`config.mk`:
```
export PLATFORM = sky130hd
export DESIGN_NAME = load_store_unit
export DESIGN_NICKNAME = d
export VERILOG_FILES = /design/src/rtl/load_store_unit.sv
export SDC_FILE = /design/constraint.sdc
export NUM_CORES = 1
export LEC_CHECK = 0
export CAP_MARGIN = 0
export CORE_ASPECT_RATIO = 1.25
export CORE_MARGIN = 5
export CORE_UTILIZATION = 48
export CTS_CLUSTER_DIAMETER = 100
export DETAILED_ROUTE_END_ITERATION = 10
export GPL_TIMING_DRIVEN = 0
export PLACE_DENSITY_LB_ADDON = 0.2
export SYNTH_ARGS = -nofsm -noshare
export SYNTH_HDL_FRONTEND = slang
export SYNTH_SLANG_ARGS = --single-unit
```
`constraint.sdc`:
```
create_clock -name clk -period 10.6 [get_ports clk]
set_input_delay 3.18 -clock clk [delete_from_list [all_inputs] [get_ports clk]]
set_output_delay 3.18 -clock clk [all_outputs]
set_load 0.01 [all_outputs]
```
`src/rtl/load_store_unit.sv`:
```
// Single-outstanding load/store unit between the execute stage and data memory.
// Define LSU_MISALIGN_TRAP_EN to trap misaligned half/word accesses instead of issuing them.
module load_store_unit (
  input  logic        clk,
  input  logic        rst,
  input  logic        ex_valid,
  output logic        ex_ready,
  input  logic [31:0] alu_result,
  input  logic [31:0] store_data,
  input  logic        mem_read,
  input  logic        mem_write,
  input  logic [2:0]  funct3,
  input  logic [4:0]  rd,
  output logic        dmem_req,
  output logic        dmem_we,
  output logic [31:0] dmem_addr,
  output logic [31:0] dmem_wdata,
  output logic [3:0]  dmem_be,
  input  logic        dmem_ack,
  input  logic [31:0] dmem_rdata,
  output logic        wb_valid,
  output logic [31:0] wb_data,
  output logic [4:0]  wb_rd,
  output logic        misaligned
);
  typedef enum logic {S_IDLE, S_WAIT} state_t;
  typedef enum logic [1:0] {SZ_BYTE, SZ_HALF, SZ_WORD} size_t;

  state_t      state_q;
  logic        dmem_req_q;
  logic        dmem_we_q;
  logic [31:0] dmem_addr_q;
  logic [31:0] dmem_wdata_q;
  logic [3:0]  dmem_be_q;
  logic        wb_valid_q;
  logic [31:0] wb_data_q;
  logic [4:0]  wb_rd_q;
  logic        ld_q;
  size_t       ld_size_q;
  logic        ld_unsigned_q;
  logic [1:0]  ld_off_q;
  logic [4:0]  rd_q;

  logic        is_mem;
  logic        trap_d;
  size_t       size_d;
  logic [3:0]  be_d;
  logic [31:0] wdata_d;
  logic [31:0] load_data_d;
  logic [7:0]  ld_byte;
  logic [15:0] ld_half;

  assign is_mem = mem_read | mem_write;

  // 100/101 are only meaningful for loads; a store with those codes is a word store.
  always_comb begin
    size_d = SZ_WORD;
    case (funct3)
      3'b000:  size_d = SZ_BYTE;
      3'b001:  size_d = SZ_HALF;
      3'b100:  size_d = mem_read ? SZ_BYTE : SZ_WORD;
      3'b101:  size_d = mem_read ? SZ_HALF : SZ_WORD;
      default: size_d = SZ_WORD;
    endcase
  end

  always_comb begin
    be_d    = 4'b1111;
    wdata_d = store_data;
    case (size_d)
      SZ_BYTE: begin
        be_d    = 4'b0001 << alu_result[1:0];
        wdata_d = {4{store_data[7:0]}};
      end
      SZ_HALF: begin
        be_d    = alu_result[1] ? 4'b1100 : 4'b0011;
        wdata_d = {2{store_data[15:0]}};
      end
      default: ;
    endcase
  end

`ifdef LSU_MISALIGN_TRAP_EN
  assign trap_d = ((size_d == SZ_HALF) && alu_result[0]) ||
                  ((size_d == SZ_WORD) && (alu_result[1:0] != 2'b00));
`else
  assign trap_d = 1'b0;
`endif

  always_comb begin
    ld_byte     = dmem_rdata[{ld_off_q, 3'b000} +: 8];
    ld_half     = ld_off_q[1] ? dmem_rdata[31:16] : dmem_rdata[15:0];
    load_data_d = dmem_rdata;
    case (ld_size_q)
      SZ_BYTE: load_data_d = {{24{ld_byte[7] & ~ld_unsigned_q}}, ld_byte};
      SZ_HALF: load_data_d = {{16{ld_half[15] & ~ld_unsigned_q}}, ld_half};
      default: load_data_d = dmem_rdata;
    endcase
  end

`ifdef LSU_MISALIGN_TRAP_EN
  logic misaligned_q;
  assign misaligned = misaligned_q;
`else
  assign misaligned = 1'b0;
`endif

  always_ff @(posedge clk or posedge rst) begin
    if (rst) begin
      state_q       <= S_IDLE;
      dmem_req_q    <= 1'b0;
      dmem_we_q     <= 1'b0;
      dmem_addr_q   <= '0;
      dmem_wdata_q  <= '0;
      dmem_be_q     <= '0;
      wb_valid_q    <= 1'b0;
      wb_data_q     <= '0;
      wb_rd_q       <= '0;
      ld_q          <= 1'b0;
      ld_size_q     <= SZ_WORD;
      ld_unsigned_q <= 1'b0;
      ld_off_q      <= '0;
      rd_q          <= '0;
`ifdef LSU_MISALIGN_TRAP_EN
      misaligned_q  <= 1'b0;
`endif
    end else begin
      wb_valid_q <= 1'b0;
`ifdef LSU_MISALIGN_TRAP_EN
      misaligned_q <= 1'b0;
`endif
      case (state_q)
        S_IDLE: begin
          if (ex_valid) begin
            if (!is_mem) begin
              wb_valid_q <= 1'b1;
              wb_data_q  <= alu_result;
              wb_rd_q    <= rd;
            end else if (trap_d) begin
`ifdef LSU_MISALIGN_TRAP_EN
              misaligned_q <= 1'b1;
`endif
            end else begin
              state_q       <= S_WAIT;
              dmem_req_q    <= 1'b1;
              dmem_we_q     <= ~mem_read;
              dmem_addr_q   <= {alu_result[31:2], 2'b00};
              dmem_wdata_q  <= wdata_d;
              dmem_be_q     <= be_d;
              ld_q          <= mem_read;
              ld_size_q     <= size_d;
              ld_unsigned_q <= funct3[2];
              ld_off_q      <= alu_result[1:0];
              rd_q          <= rd;
            end
          end
        end
        S_WAIT: begin
          if (dmem_ack) begin
            state_q    <= S_IDLE;
            dmem_req_q <= 1'b0;
            dmem_we_q  <= 1'b0;
            if (ld_q) begin
              wb_valid_q <= 1'b1;
              wb_data_q  <= load_data_d;
              wb_rd_q    <= rd_q;
            end
          end
        end
        default: state_q <= S_IDLE;
      endcase
    end
  end

  assign ex_ready   = (state_q == S_IDLE);
  assign dmem_req   = dmem_req_q;
  assign dmem_we    = dmem_we_q;
  assign dmem_addr  = dmem_addr_q;
  assign dmem_wdata = dmem_wdata_q;
  assign dmem_be    = dmem_be_q;
  assign wb_valid   = wb_valid_q;
  assign wb_data    = wb_data_q;
  assign wb_rd      = wb_rd_q;
endmodule
```
==> results of run 1 <==
## layout make-up
class,instances,area share [%]
sequential,118,34.03
clock inverter,12,1.744
inverter,8,0.4036
clock buffer,20,5.262
buffer,47,2.595
multi-input combinational,450,28.41
tap,161,2.321
timing repair buffer,217,25.23
## metal layers
| metal | vias to the layer above | part of all wire (%) | track usage (%) |
|---|---|---|---|
| met5 | - | 0 | 0 |
| met3 | 57 | 8.7 | 9.863 |
| met4 | 0 | 4.2 | 12.94 |
| li1 | 2606 | - | - |
| met1 | 2773 | 36 | 31.82 |
| met2 | 278 | 52 | 49.97 |
## worst max-delay path, cell delays in order (launching register included)
cell             delay [ps]
dfrtp_1                 400
buf_2                   190
inv_1                    90
clkbuf_1                450
clkdlybuf4s50_1         650
## power breakdown
part	total [mW]	switching, mW	internal, mW
Sequential	0.663	0.0786	0.584
Combinational	0.676	0.325	0.351
Clock	0.592	0.210	0.382
Total	1.93	0.614	1.32
## synthesized netlist by cell type, types with 8 or more instances
library cell and instances:
a221oi_1 16, nor2_1 36, nand2_1 185, a21oi_1 16
o211ai_1 8, buf_2 21, mux2_2 8, mux2i_1 36
dfrtp_1 117, o21ai_1 11, nand3_1 10, clkbuf_1 17
o21ai_0 48
## sequential cells by signal, indices dropped and copies added, names as in the netlist, 2 cells and up
signal / flops
dmem_wdata: 32
wb_data: 32
dmem_addr: 30
rd_q: 5
wb_rd: 5
dmem_be: 4
ld_off_q: 2
ld_size_q: 2
## per-stage QoR
stage	util, %	area [sq um]	hold WS, ps
floorplan	-	5675	445.4
global placement	69.21	8039	458.7
detailed placement	69.49	8071	462.0
CTS	74.72	8680	476.4
global route	74.72	8680	499.5
finish	74.72	8680	471.8
## cell usage in the layout, fill, tap and decap left out, types with 3 or more instances in the layout
cell,n
conb_1,3
nand4b_1,7
buf_1,3
clkbuf_16,17
o21ai_0,48
a21oi_1,16
dfrtp_1,117
mux2i_1,36
bufinv_16,3
clkbuf_1,18
inv_1,5
buf_2,21
nand4_1,7
nand3b_1,7
o211ai_1,8
clkinv_2,4
and3_1,7
o21bai_1,7
a221oi_1,16
nand3_1,10
a211oi_1,5
clkdlybuf4s50_1,216
nand2b_1,4
buf_4,6
o21ai_1,11
a31oi_1,4
nand2_1,185
nor3_1,6
mux2_2,8
nor2_1,36
## kinds of logic after synthesis
kind of cell / after synthesis / synth area share, %
AOI/OAI and AO/OA: 129 / 14.70
buffers and inverters: 55 / 4.503
DFF: 118 / 52.12
muxes: 44 / 7.947
other: 1 / 0.06616
and+or+nand+nor: 274 / 20.66
## worst max-delay path by stage
stage / from / endpoint / depth (start not counted)
detailed placement: ex_valid / dmem_wdata[4] / 7
CTS: state_q / ex_ready / 4
finish: state_q / ex_ready / 4
global placement: rst / dmem_addr[19] / 2
global route: state_q / ex_ready / 4
floorplan: rst / dmem_addr[10] / 1
==> impl_metrics.py, run 1 <==
metrics = {
    "placed_design": {
        "place_inst": 1001,
        "portBuffers": 216,
        "dp_hpwl_mm": 15.17,
        "pre_cts_ws_ps": 5577,
        "gp_congestion": 0.9331,
    },
    "global_routing": {
        "grt_pass1_vias": 6038,
        "overflow": 0,
        "grt_max_degree": 84,
        "antenna_found_initial": 0,
        "grt_pass1_wl_mm": 31.89,
        "grt_usage_pct": 28.93,
    },
    "cts": {
        "clock_latency_ps": 410,
        "clk_pin_slew_worst_paths_ps": 50,
        "cts.root.buffer_cell": "clkbuf_16",
        "cts_tree": "yes",
        "cts_buffers": 17,
        "htree_levels": 4,
        "ctsHoldBuffers": 0,
        "cts_sinks": 118,
        "cts_resized": 0,
        "post_cts_buffers": 0,
        "clock_path_buffers": 2,
    },
    "worst_hold_path": {
        "hold_path_end": "dmem_addr[20]",
        "hold_class": "reg2reg",
        "hold_path_depth": 2,
        "min_from": "dmem_addr[20]",
    },
    "final_layout": {
        "ff_latch_area_sq_um": 2954,
        "fillerInstances": 860,
        "final_layout_size_suffix_gt1_share_pct": 8.716,
        "antenna_cells": 0,
        "fin_nets": 969,
        "stdcell_count": 1033,
        "syn2layout_area_growth_pct": 53.13,
        "multiInputGateArea_sq_um": 2466,
    },
    "power": {
        "finalPower_mw": 1.930,
        "p_leak_nw": 3.863,
        "vdd.ir_drop.worst_mv": 0.1279,
        "power.density_nw_per_um2": 222.4,
    },
    "routing": {
        "vias": 5714,
        "drtIter0Drc": 298,
        "routed_wl_mm": 20.05,
        "vias_per_cell": 5.531,
        "drc": 0,
        "firstDrtPassIters": 8,
        "routedWlPerCell_um": 19.40,
        "ant_nets": 0,
    },
    "synth": {
        "ys_seq_area_share_pct": 52.12,
        "synth_area_sq_um": 5668,
        "synth-edff-count": 0,
        "yosysWarnings": 0,
        "ys_seq_elements": 118,
        "synthTopCellsByArea": "dfrtp_1, nand2_1, mux2i_1",
        "yosys.area.top_type": "dfrtp_1",
        "netlist_instances": 621,
        "postSynthAreaPerCell_sq_um": 9.127,
        "netlist.area_leader.share_pct": 51.66,
        "netlist-cell-type-count": 46,
        "ys.flop_type": "dfrtp_1",
        "synth-async-reset-ratio_pct": 100.0,
    },
    "run_status": {
        "outcome": "finished clean",
    },
    "sta": {
        "slew_headroom_pct": 53.27,
        "worst_slew_pin_slew_ps": 701.0,
        "rsz0062_at_grt": "false",
        "fin_crit_ps": 5369,
        "fin_ws_ps": 5231,
        "setup_tns_ps": 0,
        "clock_skew_ps": 7.860,
        "period_share_pct": 50.65,
        "hold_viol_final": 0,
        "clock.fmax_ghz": 0.1863,
        "slew_violations": 0,
        "finalSetupViolations": 0,
    },
    "setup_path": {
        "reg2reg_from": "state_q",
        "critical_path_class": "reg2out",
        "arrival_ps": 2190,
        "critPathRequiredTime_ps": 7420,
        "critPathMaxFanout": 10,
        "r2r_slack_ps": 8660,
        "crit_path_end_kind": "output port",
        "cp-start-kind": "flop",
        "timing.rr.end": "wb_data[8]",
        "rr_worst_depth": 4,
    },
    "floorplanning": {
        "num_rows": 44,
        "die_h_um": 131.5,
        "core-area_sq_um": 11620,
        "die_w_um": 107.2,
        "boundaryPins": 220,
        "start_util_pct": 48.79,
        "die_area_sq_um": 14100,
    },
    "flow_run": {
        "max-cap-violations": 0,
    },
}
Power figures use the tool's default switching activity.
==> inputs of run 2 (changes only) <==
--- a/config.mk
+++ b/config.mk
@@ -8,7 +8,7 @@
 export CAP_MARGIN = 0
 export CORE_ASPECT_RATIO = 1.25
 export CORE_MARGIN = 5
-export CORE_UTILIZATION = 48
+export CORE_UTILIZATION = 40
 export CTS_CLUSTER_DIAMETER = 100
 export DETAILED_ROUTE_END_ITERATION = 10
 export GPL_TIMING_DRIVEN = 0
==> constraint.sdc (replaced) <==
create_clock -name clk -period 4.8 [get_ports clk]
set_input_delay 1.44 -clock clk [delete_from_list [all_inputs] [get_ports clk]]
set_output_delay 1.44 -clock clk [all_outputs]
set_load 0.01 [all_outputs]
==> impl_metrics.py, run 2 (same netlist as run 1, synthesis figures left out) <==
metrics = {
    "cts": {
        "ctsHoldBuffers": 0,
        "htree_levels": 4,
        "clk_pin_slew_worst_paths_ps": 50,
        "cts_tree": "yes",
        "post_cts_buffers": 0,
        "clock_latency_ps": 410,
        "clock_path_buffers": 2,
        "cts_resized": 0,
        "cts_buffers": 17,
        "cts.root.buffer_cell": "clkbuf_16",
        "cts_sinks": 118,
    },
    "sta": {
        "clock.fmax_ghz": 0.2749,
        "slew_headroom_pct": 58.72,
        "fin_ws_ps": 1162,
        "slew_violations": 0,
        "worst_slew_pin_slew_ps": 619.2,
        "hold_ws_ps": 474.0,
        "setup_tns_ps": 0,
        "period_share_pct": 75.78,
        "fin_crit_ps": 3638,
        "rsz0062_at_grt": "false",
        "clock_skew_ps": 10.36,
        "hold_viol_final": 0,
        "finalSetupViolations": 0,
    },
    "flow_run": {
        "max-cap-violations": 0,
    },
    "global_routing": {
        "antenna_found_initial": 0,
        "grt_pass1_vias": 5944,
        "grt_usage_pct": 24.72,
        "overflow": 0,
        "grt_max_degree": 64,
        "grt_pass1_wl_mm": 31.98,
    },
    "floorplanning": {
        "die_w_um": 116.5,
        "die_area_sq_um": 16670,
        "boundaryPins": 220,
        "die_h_um": 143.1,
        "num_rows": 48,
        "start_util_pct": 40.85,
        "core-area_sq_um": 13870,
    },
    "power": {
        "clock_power_share_pct": 29.1,
        "intPower_mw": 2.816,
        "p_seq_share_pct": 35.4,
        "vdd.ir_drop.worst_mv": 0.2484,
        "pwr-share-comb_pct": 35.5,
        "finalPower_mw": 4.164,
        "power_switching_mw": 1.348,
        "p_leak_nw": 3.834,
        "power.density_nw_per_um2": 480.9,
        "swShare_pct": 32.37,
    },
    "placed_design": {
        "place_area_sq_um": 8089,
        "gp_congestion": 0.8615,
        "pre_cts_ws_ps": 1525,
        "dp_hpwl_mm": 15.88,
        "place_inst": 1015,
        "portBuffers": 216,
    },
    "routing": {
        "drc": 0,
        "firstDrtPassIters": 7,
        "drtIter0Drc": 606,
        "vias_per_cell": 5.402,
        "ant_nets": 0,
        "routedWlPerCell_um": 19.65,
        "routed_wl_mm": 20.58,
        "vias": 5656,
    },
    "final_layout": {
        "stdcell_area_sq_um": 8660,
        "final_util_pct": 62.42,
        "fin_nets": 969,
        "stdcell_count": 1047,
        "syn2layout_area_growth_pct": 52.78,
        "mostFrequentLayoutCells": "clkdlybuf4s50_1, nand2_1, dfrtp_1",
        "final_layout_size_suffix_gt1_share_pct": 8.716,
        "antenna_cells": 0,
        "final_common_cell": "clkdlybuf4s50_1",
    },
    "setup_path": {
        "arrival_ps": 2200,
        "cp-start-kind": "flop",
        "critical_path_class": "reg2out",
        "critPathRequiredTime_ps": 3360,
        "critPathMaxFanout": 10,
        "crit_path_end_kind": "output port",
    },
    "worst_hold_path": {
        "hold_class": "reg2reg",
    },
    "run_status": {
        "outcome": "finished clean",
    },
}
[run 2: changes by cell type in the layout (fill, tap and decap cells not counted)]
cell	previous run	this run
clkbuf_8	2	3
clkinv_4	2	1
bufinv_16	3	1
clkinv_2	4	3
clkinvlp_4	2	5
[run 2: layout make-up]
cell class,count,area (sq um)
Buffer,47,225.2
Fill cell,1202,5214
Multi-Input combinational cell,450,2466
Sequential cell,118,2954
Inverter,8,35.03
Clock inverter,11,100.1
Tap cell,175,219.0
Timing Repair Buffer,217,2190
Clock buffer,21,470.5
[run 2: path summary, 6_finish.rpt]
path | start | to | slack (ps) | cells past startpoint
worst max register to register | ld_size_q[1] | wb_data[24] | 2900 | 5
worst max-delay path | state_q | ex_ready | 1160 | 4
max in group asynchronous | rst | ld_size_q[1] | 2620 | 3
worst min-delay path | dmem_addr[25] | dmem_addr[25] | 470 | 2
min in group asynchronous | rst | dmem_wdata[8] | 1470 | 2
worst min register to register | dmem_addr[25] | dmem_addr[25] | 470 | 2
[run 2: power groups by stage]
stage	combinational, mW	sequential (mW)	clock [mW]
2_1_floorplan	0.498	1.58	0
3_3_place_gp	1.44	1.47	0
3_5_place_dp	1.48	1.48	0
4_1_cts	1.49	1.47	1.22
5_1_grt	1.60	1.51	1.28
6_report	1.48	1.47	1.21
[run 2: layer usage]
layer	global-route usage (%)	vias to the layer above	part of all wire, %
met5	0	-	0
li1	-	2601	-
met4	8.430	0	2.7
met3	6.910	37	9.2
met2	42.50	273	50
met1	29.56	2745	38
[run 2: worst max-delay path, stage by stage (launching register included)]
cell and delay (ps):
dfrtp_1 390, buf_2 180, inv_1 90, clkbuf_1 470, clkdlybuf4s50_1 650
